[config.mk]
export PLATFORM = sky130hd
export DESIGN_NAME = serial_sub_ctrl_flat
export DESIGN_NICKNAME = d
export VERILOG_FILES = /design/src/rtl/serial_sub_ctrl_if.sv /design/src/rtl/serial_sub_ctrl.sv /design/src/flat_wrapper.sv
export SDC_FILE = /design/constraint.sdc
export NUM_CORES = 1
export LEC_CHECK = 0
export CORE_AREA = 2 2 69 71
export DETAILED_ROUTE_END_ITERATION = 6
export DIE_AREA = 0 0 71 73
export GPL_ROUTABILITY_DRIVEN = 1
export PLACE_DENSITY = 0.62
export SLEW_MARGIN = 20
export SYNTH_ARGS = -nofsm -noshare
export SYNTH_HDL_FRONTEND = slang
export SYNTH_SLANG_ARGS = --single-unit
[constraint.sdc]
create_clock -name clk -period 1.2 [get_ports clk]
set_input_delay 0.18 -clock clk [delete_from_list [all_inputs] [get_ports clk]]
set_output_delay 0.18 -clock clk [all_outputs]
set_load 0.01 [all_outputs]
[src/rtl/serial_sub_ctrl_if.sv]
// Handshake/bus bundle for the bit-serial subtractor controller.
// Latency/backpressure: none of its own; plain wires between requester and controller.
// Ports: start/a/b flow requester -> controller; busy/done/diff/borrow_out/zero flow back.
interface serial_sub_ctrl_if #(
  parameter int WIDTH = 8
);
  logic             start;
  logic [WIDTH-1:0] a;
  logic [WIDTH-1:0] b;
  logic             busy;
  logic             done;
  logic [WIDTH-1:0] diff;
  logic             borrow_out;
  logic             zero;

  // Requester side: issues operands, observes status and result.
  modport master (
    output start, a, b,
    input  busy, done, diff, borrow_out, zero
  );

  // Controller side.
  modport slave (
    input  start, a, b,
    output busy, done, diff, borrow_out, zero
  );
endinterface

[src/rtl/serial_sub_ctrl.sv]
// Bit-serial a - b using one full-subtractor cell, LSB first, one bit per clock.
// Latency: WIDTH+1 edges from accepted start to the done pulse; one result per WIDTH+1 cycles.
// Backpressure: start is only accepted in IDLE or DONE; a start seen during RUN is dropped.
// Ports: clk, rst (sync, active-high); bus (slave modport) carries start/a/b in and
// busy/done/diff/borrow_out/zero out. Results hold until the next completion or reset.
module serial_sub_ctrl #(
  parameter int WIDTH = 8
) (
  input  logic            clk,
  input  logic            rst,
  serial_sub_ctrl_if.slave bus
);

  localparam int CW = $clog2(WIDTH + 1);
  localparam logic [CW-1:0] LAST_BIT = CW'(WIDTH - 1);

  typedef enum logic [1:0] {
    IDLE = 2'd0,
    RUN  = 2'd1,
    DONE = 2'd2
  } state_t;

  state_t           state_q, state_d;
  logic [WIDTH-1:0] a_sh_q, a_sh_d;
  logic [WIDTH-1:0] b_sh_q, b_sh_d;
  logic [WIDTH-1:0] r_sh_q, r_sh_d;
  logic             bq_q, bq_d;
  logic [CW-1:0]    cnt_q, cnt_d;
  logic [WIDTH-1:0] diff_q, diff_d;
  logic             borrow_q, borrow_d;
  logic             zero_q, zero_d;

  // Full-subtractor cell on the current LSBs and recirculated borrow.
  logic             x, y, c;
  logic             d_bit, bo_bit;
  logic [WIDTH-1:0] r_next;

  assign x      = a_sh_q[0];
  assign y      = b_sh_q[0];
  assign c      = bq_q;
  assign d_bit  = x ^ y ^ c;
  assign bo_bit = (~x & y) | (~x & c) | (y & c);

  // Result enters at the MSB and moves right; shift form also covers WIDTH == 1.
  assign r_next = (r_sh_q >> 1) | (WIDTH'(d_bit) << (WIDTH - 1));

  always_ff @(posedge clk) begin
    if (rst) begin
      state_q  <= IDLE;
      a_sh_q   <= '0;
      b_sh_q   <= '0;
      r_sh_q   <= '0;
      bq_q     <= 1'b0;
      cnt_q    <= '0;
      diff_q   <= '0;
      borrow_q <= 1'b0;
      zero_q   <= 1'b0;
    end else begin
      state_q  <= state_d;
      a_sh_q   <= a_sh_d;
      b_sh_q   <= b_sh_d;
      r_sh_q   <= r_sh_d;
      bq_q     <= bq_d;
      cnt_q    <= cnt_d;
      diff_q   <= diff_d;
      borrow_q <= borrow_d;
      zero_q   <= zero_d;
    end
  end

  always_comb begin
    state_d  = state_q;
    a_sh_d   = a_sh_q;
    b_sh_d   = b_sh_q;
    r_sh_d   = r_sh_q;
    bq_d     = bq_q;
    cnt_d    = cnt_q;
    diff_d   = diff_q;
    borrow_d = borrow_q;
    zero_d   = zero_q;

    case (state_q)
      // DONE behaves like IDLE for acceptance so back-to-back starts lose no cycle.
      IDLE, DONE: begin
        if (bus.start) begin
          a_sh_d  = bus.a;
          b_sh_d  = bus.b;
          bq_d    = 1'b0;
          cnt_d   = '0;
          state_d = RUN;
        end else begin
          state_d = IDLE;
        end
      end
      RUN: begin
        a_sh_d = a_sh_q >> 1;
        b_sh_d = b_sh_q >> 1;
        r_sh_d = r_next;
        bq_d   = bo_bit;
        cnt_d  = cnt_q + CW'(1);
        // Final bit: publish the completed word including this bit's difference.
        if (cnt_q == LAST_BIT) begin
          state_d  = DONE;
          diff_d   = r_next;
          borrow_d = bo_bit;
          zero_d   = (r_next == '0);
        end
      end
      default: state_d = IDLE;
    endcase
  end

  assign bus.busy       = (state_q == RUN);
  assign bus.done       = (state_q == DONE);
  assign bus.diff       = diff_q;
  assign bus.borrow_out = borrow_q;
  assign bus.zero       = zero_q;

endmodule

[src/flat_wrapper.sv]
// flat-port wrapper written by rule: the top's interface ports become plain ports
module serial_sub_ctrl_flat 
#(
  parameter int WIDTH = 8
)
  (clk, rst, bus_start, bus_a, bus_b, bus_busy, bus_done, bus_diff, bus_borrow_out, bus_zero);
  serial_sub_ctrl_if #(.WIDTH(WIDTH)) bus_i ();
  input  logic clk;
  input  logic rst;
  input wire logic [$bits(bus_i.start)-1:0] bus_start;
  input wire logic [$bits(bus_i.a)-1:0] bus_a;
  input wire logic [$bits(bus_i.b)-1:0] bus_b;
  output wire logic [$bits(bus_i.busy)-1:0] bus_busy;
  output wire logic [$bits(bus_i.done)-1:0] bus_done;
  output wire logic [$bits(bus_i.diff)-1:0] bus_diff;
  output wire logic [$bits(bus_i.borrow_out)-1:0] bus_borrow_out;
  output wire logic [$bits(bus_i.zero)-1:0] bus_zero;
  assign bus_i.start = bus_start;
  assign bus_i.a = bus_a;
  assign bus_i.b = bus_b;
  assign bus_busy = bus_i.busy;
  assign bus_done = bus_i.done;
  assign bus_diff = bus_i.diff;
  assign bus_borrow_out = bus_i.borrow_out;
  assign bus_zero = bus_i.zero;
  serial_sub_ctrl #(.WIDTH(WIDTH)) u_core (.clk(clk), .rst(rst), .bus(bus_i));
endmodule
==> run_results.csv, run 1 <==
group,metric,value,unit
outcome,status,"finished with violations",
outcome,violations,"setup timing",
floorplan,rows,25,
synthesis,syn-num-nets,208,
route,wl_per_cell,13.8,µm
route,drc,0,
power_and_ir_drop,leakage,0.936,nW
hold_path,hold_path_class,"primary input to register",
route,ant_nets,0,
timing,setup_viol,3,
cts,cts-root-buf,"clkbuf_8",
route,vias,1517,
placed_design,hpwl,2480,µm
synthesis,yosysWarnings,0,
route,firstDrtPassIters,4,
timing,skew,0.00704,ns
timing,slew_viol_final,0,
critical_path,r2r_start,"u_core.bq_q",
final_layout,layout.nets,259,
floorplan,core-area,4540,µm²
route,routed_wl,4040,µm
power_and_ir_drop,p_total,2.81,mW
timing,hold_viol,0,
cts,holdBufCountCts,0,
timing,max_slew_margin,76.5,%
synthesis,synthSimpleGateAreaFrac,18.8,%
synthesis,synthAdderAreaFrac,1.97,%
grt,grt_max_degree,24,
cts,htreeDepth,2,
synthesis,synth-seq-cells,40,
route,drt-initial-drc-count,88,
critical_path,worstSetupStartpointType,"register",
synthesis,synth_compound_area_share,21.9,%
grt,grt_pass1_vias,1394,
critical_path,path_class,"register to register",
placed_design,placed_cells_incl_taps,278,
critical_path,crit_fanout,3,
critical_path,worstSetupEndpoint,"u_core.bus.zero",
final_layout,drive_above_1_share,27.2,%
critical_path,crit_path_start,"u_core.bq_q",
placed_design,io_buffers,30,
floorplan,die-area,5180,µm²
timing,finalSetupTns,-0.162,ns
timing,worst_pin_slew,0.351,ns
final_layout,fillers,402,
timing,rsz0062_at_grt,"yes",
floorplan,io_pins,31,
synthesis,synth_xor_xnor_area_share,0,%
synthesis,avgSynthCellArea,8.81,µm²
critical_path,cp_data_required_time,1.43,ns
placed_design,gp_congestion,0.745,
cts,numCtsBuffers,5,
synthesis,synth_mux_area_share,1.82,%
synthesis,syn-cell-area,1650,µm²
critical_path,arrival,1.52,ns
grt,grt_pass1_wl,6600,µm
critical_path,reg2reg_to,"u_core.bus.zero",
critical_path,endpoint_kind,"register",
floorplan,die_w,71,µm
grt,gr-total-overflow,0,
synthesis,synth_top_family_by_area,"compound AO/OA/AOI/OAI gates",
critical_path,r2r_cells,3,
grt,groute.usage.overall,16.2,%
cts,cts_tree,"built",
grt,antenna_found_initial,0,
power_and_ir_drop,cellPowerDensity,1160,nW/µm²
power_and_ir_drop,ir_drop,0.824,mV
timing,setup_slack,-0.0960,ns
floorplan,start_util,36.3,%
timing,fin_crit_sh,108,%
cts,clock_sinks,40,
timing,final.min_clock_period,1.30,ns
cts,cts.path.max_buffers,2,
critical_path,reg2reg_slack,-0.1,ns
cts,clk_latency,0.29,ns
final_layout,area_delta_synth_final,46.8,%
route,routed_via_density,5.18,
final_layout,diodes,0,
synthesis,seq_area_frac_synth,48.6,%
synthesis,yosysUniqueCellTypes,29,
timing,clock.fmax,772,MHz
final_layout,final_cells,293,
run,max_cap_viol_count,0,
floorplan,die_y,73,µm
synthesis,synth_cells,187,
final_layout,final_cell_mix,"34 x a21oi_1, 34 x dfxtp_1, 27 x nand3_1",
cts,path_clk_slew,0.07,ns
==> kinds of logic (layout without fill, tap and decap cells) <==
kind of cell | count (synthesis) | after routing
adders and majority gates | 2 | 2
AOI/OAI and AO/OA | 62 | 62
buffers and inverters | 20 | 72
and+or+nand+nor | 61 | 61
DFF | 40 | 40
muxes | 2 | 2
==> repair_timing <==
item | in CTS | in global routing
gates cloned | 1 | 2
pin swaps | 0 | 3
gates resized for setup | 22 | 33
setup buffers | 1 | 3
setup endpoints to repair | 39 | 34
==> power breakdown <==
| part | internal (mW) | switching (mW) |
|---|---|---|
| clock network | 0.469 | 0.455 |
| registers | 1.38 | 0.0332 |
| logic | 0.255 | 0.222 |
==> metal layers <==
metal  wire [µm]  vias up  track usage (%)  part of all wire, %
met5           0        -                0                    0
met4          64        0             6.71                  1.6
met3         137        7             4.01                  3.4
met2        1820       27             24.4                   45
met1        2010      713             22.2                   50
li1            -      770                -                    -
==> worst min path at each step <==
stage | cells after the start | startpoint | end | slack (ns)
after global routing | 3 | bus_b[7] | u_core.b_sh_q[7] | 0.45
after floorplan | 1 | rst | u_core.state_q[1] | 0.27
after CTS | 3 | bus_b[7] | u_core.b_sh_q[7] | 0.43
final | 3 | bus_b[7] | u_core.b_sh_q[7] | 0.43
after detailed placement | 2 | u_core.b_sh_q[7] | u_core.b_sh_q[7] | 0.46
after global placement | 2 | u_core.a_sh_q[0] | u_core.a_sh_q[0] | 0.46
==> registers in the layout, indices dropped and copies added, names as in the netlist <==
signal	flops
u_core.a_sh_q	8
u_core.b_sh_q	8
u_core.bq_q	1
u_core.bus.borrow_out	1
u_core.bus.diff	8
u_core.bus.zero	1
u_core.cnt_q	4
u_core.r_sh_q	7
u_core.state_q	2
==> through the flow <==
stage	hold WS, ns	setup WS, ns	util [%]	cell area [µm²]
3_5_place_dp	0.460	-0.218	47.2	2140
6_report	0.432	-0.0960	53.3	2420
4_1_cts	0.425	-0.0981	50.5	2290
2_1_floorplan	0.271	-0.0239	-	1670
5_1_grt	0.447	-0.159	53.3	2420
3_3_place_gp	0.456	-0.201	47.2	2140
==> layout make-up <==
class                   instances  area (µm²)  share of cell area [%]
flip-flops and latches         40         811                    33.5
multi-input cells             127         810                    33.5
repair buffers                 62         626                    25.9
clock buffers                   8        90.1                    3.72
well taps                      54        67.6                    2.79
inverters                       2        15.0                   0.621
==> cell usage after synthesis <==
cell | instances | area, µm²
a21oi_1 | 36 | 180
nor2_1 | 5 | 18.8
and3b_1 | 1 | 8.76
buf_6 | 3 | 33.8
nand3b_1 | 1 | 7.51
a211oi_1 | 2 | 15.0
nor4_1 | 1 | 6.26
nand2b_1 | 4 | 25.0
a22oi_1 | 14 | 105
nand3_1 | 27 | 135
buf_4 | 1 | 7.51
o21ai_0 | 8 | 40.0
buf_2 | 9 | 45.0
clkbuf_1 | 4 | 15.0
nor2b_1 | 2 | 12.5
o2bb2ai_1 | 1 | 8.76
ha_1 | 1 | 12.5
nor3_1 | 1 | 5.00
a211oi_2 | 1 | 12.5
clkinv_2 | 1 | 5.00
inv_1 | 1 | 3.75
nand4_2 | 1 | 12.5
mux2_4 | 2 | 30.0
fa_1 | 1 | 20.0
and4b_1 | 1 | 10.0
nand2_1 | 16 | 60.1
nor3b_1 | 1 | 7.51
dfxtp_1 | 40 | 801
buf_1 | 1 | 3.75
==> worst max-delay path, cell delays in order, from the launching register on <==
cell,delay [ns]
dfxtp_2,0.33
fa_1,0.57
and4b_1,0.22
o2bb2ai_1,0.11
(Power assumes the default switching activity.)
==> run 2: changes to the inputs <==
- CORE_AREA: 2 2 69 71 -> 2 2 63 65
- DIE_AREA: 0 0 71 73 -> 0 0 65 67
- PLACE_DENSITY: 0.62 -> 0.72
==> run_results.csv, run 2 (synthesized netlist as in run 1, its figures left out) <==
group,metric,value,unit
route,ant_nets,0,
floorplan,die_w,65,µm
floorplan,die_y,67,µm
floorplan,start_util,45.7,%
route,routed_wl,4160,µm
final_layout,diodes,0,
timing,skew,0.00515,ns
run,max_cap_viol_count,0,
timing,setup_slack,-0.109,ns
timing,finalSetupTns,-0.336,ns
cts,cts-root-buf,"clkbuf_8",
power_and_ir_drop,p_sw_share,24.3,%
final_layout,final_cells,284,
power_and_ir_drop,p_total,2.76,mW
power_and_ir_drop,leakage,0.904,nW
final_layout,area_delta_synth_final,41.1,%
critical_path,endpoint_kind,"register",
cts,cts_tree,"built",
power_and_ir_drop,p_comb_share,16.5,%
floorplan,rows,22,
power_and_ir_drop,internal_power,2.09,mW
route,firstDrtPassIters,4,
grt,grt_pass1_wl,6340,µm
power_and_ir_drop,p_seq_share,51.2,%
critical_path,crit_fanout,3,
floorplan,io_pins,31,
route,drt-initial-drc-count,104,
placed_design,gp_congestion,0.848,
cts,numCtsBuffers,5,
cts,clock_sinks,40,
route,vias,1606,
cts,cts.path.max_buffers,2,
grt,grt_max_degree,20,
route,wl_met3,231,µm
floorplan,die-area,4360,µm²
timing,setup_viol,6,
timing,max_slew_margin,80.7,%
route,wl_per_cell,14.6,µm
outcome,status,"finished with violations",
cts,htreeDepth,2,
placed_design,placed_cells_incl_taps,270,
power_and_ir_drop,cellPowerDensity,1190,nW/µm²
final_layout,final_cell_mix,"36 x a21oi_1, 34 x dfxtp_1, 27 x nand3_1",
floorplan,core-area,3610,µm²
cts,clk_latency,0.28,ns
grt,grt_pass1_vias,1414,
timing,worst_pin_slew,0.289,ns
timing,final.min_clock_period,1.31,ns
power_and_ir_drop,ir_drop,0.824,mV
critical_path,path_class,"register to register",
route,routed_via_density,5.65,
power_and_ir_drop,clockPowerShare,32.3,%
cts,path_clk_slew,0.07,ns
route,wl_met2,2090,µm
timing,fin_crit_sh,109,%
grt,antenna_found_initial,0,
timing,slew_viol_final,0,
outcome,violations,"setup timing",
hold_path,hold_path_class,"primary input to register",
final_layout,drive_above_1_share,23.7,%
route,top_layer_used,"met4",
power_and_ir_drop,switchingPower,0.671,mW
critical_path,arrival,1.53,ns
timing,hold_viol,0,
final_layout,layout.nets,256,
route,drc,0,
grt,gr-total-overflow,0,
final_layout,layout_commonest_cell,"a21oi_1",
timing,rsz0062_at_grt,"yes",
final_layout,fillers,301,
placed_design,io_buffers,30,
critical_path,worstSetupStartpointType,"register",
critical_path,cp_data_required_time,1.42,ns
route,drt-met1-wl,1780,µm
placed_design,hpwl,2660,µm
timing,hold_slack,0.451,ns
timing,clock.fmax,764,MHz
grt,groute.usage.overall,19.3,%
## run 2: changes by cell type in the layout (fill, tap and decap cells not counted), sizes merged
cell / before / now
buf: 32 / 29
## run 2: path summary, 6_finish.rpt
kind | slack [ns] | start | endpoint | cells after the start
worst max-delay path | -0.11 | u_core.bq_q | u_core.bus.zero | 3
worst min-delay path | 0.45 | bus_b[7] | u_core.b_sh_q[7] | 3
worst max register to register | -0.11 | u_core.bq_q | u_core.bus.zero | 3
worst min register to register | 0.47 | u_core.a_sh_q[5] | u_core.a_sh_q[5] | 2
## run 2: metrics by stage
stage	instance area (µm²)	util (%)	worst slack (ns)
2_1_floorplan	1670	-	-0.0239
5_1_grt	2320	64.5	-0.156
3_5_place_dp	2100	58.4	-0.293
3_3_place_gp	2100	58.4	-0.241
6_report	2320	64.5	-0.109
4_1_cts	2210	61.4	-0.115
## run 2: routing by layer
layer / up-vias / GRT usage, %
met2: 53 / 33.0
met5: - / 0
met3: 8 / 4.90
met4: 0 / 9.04
met1: 775 / 22.5
li1: 770 / -
## run 2: cell type report
type                       count  area, µm²  area share, %
clock buffer                   8       90.1           3.88
inverter                       2       15.0          0.646
multi-input combinational    127        788           33.9
sequential                    40        808           34.8
tap                           48       60.1           2.58
timing repair buffer          59        563           24.2
## run 2: what timing repair did
item / CTS / global route
hold endpoints to repair: 0 / 0
hold buffers: 0 / 0
cloned: 0 / 2
endpoints found under the setup margin: 42 / 31
pin swaps: 2 / 4
gates resized for setup: 28 / 14
setup buffers: 0 / 4
## run 2: power by group through the flow
stage / Clock (mW) / Sequential, mW / Combinational, mW
after floorplan: 0 / 1.43 / 0.218
after global placement: 0 / 1.43 / 0.361
after detailed placement: 0 / 1.44 / 0.372
after CTS: 0.920 / 1.41 / 0.386
after global routing: 0.978 / 1.42 / 0.490
final: 0.891 / 1.41 / 0.454
## run 2: worst max-delay path, stage by stage (launching register included)
cell	delay, ns
dfxtp_2	0.33
fa_1	0.59
and4b_1	0.21
o2bb2ai_1	0.11
==> run 3: changes to the inputs <==
- ABC_AREA: default -> 1
- PLACE_DENSITY: 0.72 -> 0.71
==> run_results.csv, run 3 <==
group,metric,value,unit
outcome,status,"finished with violations",
outcome,violations,"setup timing",
synthesis,synth_common_cells,"69 x nand2_1, 40 x dfxtp_1, 28 x a21oi_1",
timing,final.min_clock_period,1.32,ns
power_and_ir_drop,leakage,1.09,nW
synthesis,post-synth-top-area-cell,"dfxtp_1",
critical_path,cp_data_required_time,1.43,ns
critical_path,crit_path_cell_trace,"fa_1, nand2_1, nor2_1, nand2_1, nand2_1, nand2_1, nor2_1",
cts,path_clk_slew,0.07,ns
critical_path,crit_path_start,"u_core.bq_q",
synthesis,syn-num-nets,241,
floorplan,io_pins,31,
placed_design,placed_cell_area,2090,µm²
floorplan,die_w,65,µm
grt,groute.usage.overall,16.4,%
critical_path,cp_slowest_cell,"fa_1",
cts,numCtsBuffers,5,
critical_path,path_class,"register to register",
route,ant_nets,0,
synthesis,synth_top_area_share,50.2,%
critical_path,worstSetupEndpoint,"u_core.bus.zero",
synthesis,synth-seq-cells,40,
placed_design,hpwl,2310,µm
route,drt-initial-drc-count,50,
cts,htreeDepth,2,
critical_path,worstSetupStartpointType,"register",
synthesis,yosysUniqueCellTypes,16,
timing,max_slew_margin,81.6,%
synthesis,syn-cell-area,1600,µm²
timing,hold_viol,0,
grt,grt_pass1_wl,5430,µm
grt,grt_max_degree,21,
synthesis,synth_cells,220,
critical_path,r2r_start,"u_core.bq_q",
final_layout,final_cell_mix,"55 x nand2_1, 34 x dfxtp_1, 27 x a21oi_1",
critical_path,critPathMaxStageDelay,0.55,ns
synthesis,yosysWarnings,0,
run,max_cap_viol_count,0,
grt,grt_pass1_vias,1346,
timing,setup_slack,-0.116,ns
critical_path,endpoint_kind,"register",
placed_design,gp_congestion,0.766,
placed_design,placed_cells_incl_taps,309,
grt,gr-total-overflow,0,
final_layout,diodes,0,
route,firstDrtPassIters,4,
route,vias,1513,
timing,worst_pin_slew,0.276,ns
final_layout,layout.nets,294,
final_layout,layout_commonest_cell,"nand2_1",
timing,rsz0062_at_grt,"yes",
timing,skew,0.00460,ns
final_layout,final_core_util,65.0,%
timing,finalSetupTns,-0.270,ns
synthesis,synth-main-ff-cell,"dfxtp_1",
cts,cts-root-buf,"clkbuf_8",
power_and_ir_drop,cellPowerDensity,1200,nW/µm²
placed_design,io_buffers,30,
route,routed_via_density,4.70,
synthesis,synth_edf_count,0,
floorplan,start_util,44.3,%
timing,fin_crit_sh,110,%
cts,cts_tree,"built",
route,wl_per_cell,10.7,µm
timing,clock.fmax,760,MHz
final_layout,area_delta_synth_final,46.9,%
floorplan,core-area,3610,µm²
synthesis,synthArstFlopShare,0,%
critical_path,reg2reg_slack,-0.12,ns
route,drc,0,
final_layout,fin_area,2340,µm²
power_and_ir_drop,p_total,2.81,mW
floorplan,rows,22,
power_and_ir_drop,ir_drop,0.676,mV
timing,slew_viol_final,0,
floorplan,die_y,67,µm
grt,antenna_found_initial,0,
critical_path,r2r_cells,7,
synthesis,avgSynthCellArea,7.26,µm²
critical_path,reg2reg_to,"u_core.bus.zero",
synthesis,yosysMostFrequentCell,"nand2_1",
cts,clk_latency,0.29,ns
final_layout,drive_above_1_share,25.2,%
critical_path,crit_fanout,2,
critical_path,crit_path_frequent_cell,"nand2_1",
synthesis,synth_area_leaders,"dfxtp_1 50%, nand2_1 16%, a21oi_1 8.8%, nor2_1 6.1%, o21ai_0 5.3%",
cts,clock_sinks,40,
hold_path,hold_path_class,"primary input to register",
synthesis,seq_area_frac_synth,50.2,%
floorplan,die-area,4360,µm²
final_layout,final_cells,322,
route,routed_wl,3440,µm
critical_path,arrival,1.55,ns
timing,setup_viol,3,
cts,cts.path.max_buffers,2,
-- run 3: cell count changes in the layout (fill, tap and decap cells not counted), sizes merged, moves of 3 or more --
cell	before	now
a22oi	14	0
inv	2	15
nand2b	4	0
nand3	27	8
o21ai	8	17
a21oi	36	28
clkbuf	10	7
nand2	16	69
nor2	5	29
-- run 3: area by class of cell --
class,instances,area (µm²)
fill,336,1260
sequential,40,808
multi-input combinational,154,790
timing repair buffer,57,538
clock buffer,6,82.6
tap,48,60.1
inverter,15,56.3
clock inverter,2,10.0
-- run 3: report_power, final --
group / switching [mW] / total (mW) / internal, mW / leakage (nW)
clock network: 0.450 / 0.908 / 0.458 / 0.0510
registers: 0.0380 / 1.43 / 1.40 / 0.329
logic: 0.233 / 0.467 / 0.233 / 0.715
total: 0.721 / 2.81 / 2.09 / 1.09
-- run 3: how the worst min path moves through the flow --
stage                     startpoint                to  slack, ns  cells after the start
floorplan                   bus_a[7]  u_core.a_sh_q[7]       0.33                      2
global placement    u_core.b_sh_q[7]  u_core.b_sh_q[7]       0.45                      2
detailed placement  u_core.a_sh_q[7]  u_core.a_sh_q[7]       0.45                      2
CTS                         bus_a[7]  u_core.a_sh_q[7]       0.44                      3
global route                bus_a[7]  u_core.a_sh_q[7]       0.47                      3
finish                      bus_a[7]  u_core.a_sh_q[7]       0.45                      3
-- run 3: per-stage QoR --
step                setup WS [ns]  hold WS, ns
floorplan                 -0.0556        0.328
global placement           -0.145        0.451
detailed placement         -0.178        0.453
CTS                        -0.131        0.437
global route               -0.229        0.468
finish                     -0.116        0.448
-- run 3: worst max-delay path, delay by kind of cell, from the launching register on --
kind,cells,cell delay (ns)
adder cells (fa/ha/maj),1,0.55
AND/OR/NAND/NOR,6,0.37
flip-flops,1,0.33
-- run 3: kinds of logic (layout without fill, tap and decap cells) --
group | count (synthesis) | in the layout | share of synthesized area (%)
simple gates | 106 | 106 | 26.0
compound gates | 46 | 46 | 14.6
flops | 40 | 40 | 50.2
buf+inv | 26 | 80 | 7.21
fa+ha+maj | 2 | 2 | 2.04
-- run 3: what timing repair did --
item / 4_1_cts / 5_1_grt
resized for setup: 37 / 31
setup endpoints to repair: 24 / 23
pin swaps: 5 / 22
gates cloned: 0 / 1
hold buffers: 0 / 0
buffers inserted: 0 / 4
-- run 3: layer usage --
layer	vias up	GRT usage, %	part of all wire [%]
met5	-	0	0
met4	0	9.31	1.8
met3	7	4.05	4.2
met2	37	29.3	49
met1	670	17.7	45
li1	799	-	-
==> RTL edit (config.mk and constraints of run 1) <==
`WIDTH` is set to 8 in 3 places; all go to 4.
--- a/src/rtl/serial_sub_ctrl_if.sv
+++ b/src/rtl/serial_sub_ctrl_if.sv
@@ -3,5 +3,5 @@
 // Ports: start/a/b flow requester -> controller; busy/done/diff/borrow_out/zero flow back.
 interface serial_sub_ctrl_if #(
-  parameter int WIDTH = 8
+  parameter int WIDTH = 4
 );
   logic             start;
--- a/src/rtl/serial_sub_ctrl.sv
+++ b/src/rtl/serial_sub_ctrl.sv
@@ -5,5 +5,5 @@
 // busy/done/diff/borrow_out/zero out. Results hold until the next completion or reset.
 module serial_sub_ctrl #(
-  parameter int WIDTH = 8
+  parameter int WIDTH = 4
 ) (
   input  logic            clk,
--- a/src/flat_wrapper.sv
+++ b/src/flat_wrapper.sv
@@ -2,5 +2,5 @@
 module serial_sub_ctrl_flat 
 #(
-  parameter int WIDTH = 8
+  parameter int WIDTH = 4
 )
   (clk, rst, bus_start, bus_a, bus_b, bus_busy, bus_done, bus_diff, bus_borrow_out, bus_zero);
Interface: changed (resized bus_a, bus_b and bus_diff); port bits go from 31 to 19. The function was not compared with the original's and may differ.
==> RTL edit against run 1 <==
Area after synthesis down 41%. Setup slack worse by 0.097 ns. Design area down 41%. Largest power group unchanged. The run still ends with setup timing left. Global-route usage down 7.5 points. Final cell count down 33%. Sequential cell count down 17. Sequential power down 41%. Routed wire length down 45%. Count of clock-buffer cells in the layout down 4. Total power down 43%. Non-clock buffer count down 27. Clock skew down 0.0026 ns.
==> RTL edit: results <==
set metrics [dict create \
    reg2regPathDepth 4 \
    drive_above_1_share_pct 27.46 \
    hpwl_mm 1.468 \
    grt_pass1_wl_mm 3.539 \
    ir_worst_vdd_mv 0.3991 \
    insertedDiodeCount 0 \
    syn_avg_cell_area_um2 8.850 \
    fin_nets 157 \
    seq_area_frac_synth_pct 47.73 \
    whs_ns 0.4521 \
    min_path_type "flop to flop" \
    io_buffer_count 18 \
    synthTopCellsByArea "dfxtp_1 48%, nand2_1 8.6%, a21oi_1 5.7%" \
    setup_viol 4 \
    layout_setup_ws_ns -0.1934 \
    synth_nets 123 \
    final_cells 196 \
    n_fill_cell 469 \
    holdPathStages 2 \
    drtIter0Drc 40 \
    worstMarginPinSlew_ns 0.2369 \
    failed_checks "setup timing" \
    worstSkewPairLatency_ns 0.26 \
    dp_cells 188 \
    yosys-top-cells-count "23 x dfxtp_1, 22 x nand2_1, 12 x nor2_1" \
    crit_arrival_ns 1.59 \
    p_leak_uw 0.0005890 \
    place_area_mm2 0.001324 \
    wl_per_cell_um 11.24 \
    worstHoldStart "u_core.bus.borrow_out" \
    hold_path_end "u_core.bus.borrow_out" \
    grtUsageTotal_pct 8.698 \
    r2r_end "u_core.bus.zero" \
    cp_max_fo 2 \
    fin_worst_skew_ns 0.004460 \
    cts_buffers 3 \
    place_ws_ns -0.2800 \
    gp_congestion 0.7299 \
    synth_cell_type_count 23 \
    h-tree-depth 1 \
    setup_tns_ns -0.5435 \
    firstDrtPassIters 4 \
    outcome "complete, but fails checks" \
    grt_pass1_vias 794 \
    vias 847 \
]
==> RTL edit: cell count changes in the layout (fill, tap and decap cells not counted), sizes merged, moves of 3 or more <==
cell           delta
dlygate4sd2       -4
dfxtp            -17
o21ai             -8
a311oi            +7
nand3            -19
clkdlybuf4s50     -8
clkbuf            -5
buf              -15
a22oi            -14
mux2i             +3
nor2              +7
nand2             +6
a21oi            -25
==> RTL edit: cell type report <==
type	count	area, µm²	area share (%)
multi-input combinational	77	519.2	36.24
sequential	23	465.4	32.49
timing repair buffer	35	324.1	22.62
tap	54	67.56	4.716
clock buffer	4	45.04	3.144
inverter	3	11.26	0.7860
==> RTL edit: worst max-delay path: cells and delay by family (launching register included) <==
family / cells / cell delay, ns
flops: 1 / 0.34
fa+ha+maj: 1 / 0.56
simple gates: 2 / 0.29
compound gates: 1 / 0.14
==> RTL edit: what timing repair did <==
item,4_1_cts,5_1_grt
pin swaps,1,1
hold buffers,0,0
cloned,0,1
hold endpoints to repair,0,0
gates resized for setup,16,9
setup buffers,1,2
endpoints found under the setup margin,21,14
==> RTL edit: metal layers <==
| layer | wire length (µm) | GRT usage (%) | share of wire [%] | vias up |
|---|---|---|---|---|
| li1 | - | - | - | 438 |
| met1 | 1106 | 10.96 | 50 | 391 |
| met2 | 1004 | 14.02 | 46 | 16 |
| met3 | 79 | 1.934 | 3.6 | 2 |
| met4 | 14 | 4.403 | 0.64 | 0 |
| met5 | 0 | 0 | 0 | - |
==> RTL edit: worst max path at each step <==
stage | depth (start not counted) | slack, ns | endpoint | start
final | 4 | -0.19 | u_core.bus.zero | u_core.bq_q
after CTS | 4 | -0.18 | u_core.bus.zero | u_core.bq_q
after detailed placement | 4 | -0.28 | u_core.b_sh_q[2] | bus_start
after floorplan | 4 | -0.15 | u_core.bus.zero | u_core.bq_q
after global placement | 4 | -0.23 | u_core.a_sh_q[1] | bus_start
after global routing | 4 | -0.31 | u_core.bus.zero | u_core.bq_q
==> RTL edit: cells by family (layout without fill, tap and decap cells) <==
logic type / Yosys count / in the layout / share of synthesized area, %
buf+inv: 10 / 42 / 5.317
simple gates: 50 / 51 / 23.09
flops: 23 / 23 / 47.73
fa+ha+maj: 3 / 3 / 4.669
compound gates: 20 / 20 / 16.08
mux: 3 / 3 / 3.113
==> RTL edit: power by group <==
group	switching (µW)	leakage [µW]	internal, µW
Sequential	27.9	0.000189	802
Combinational	137	0.000377	176
Clock	236	0.0000228	237
Total	401	0.000589	1210
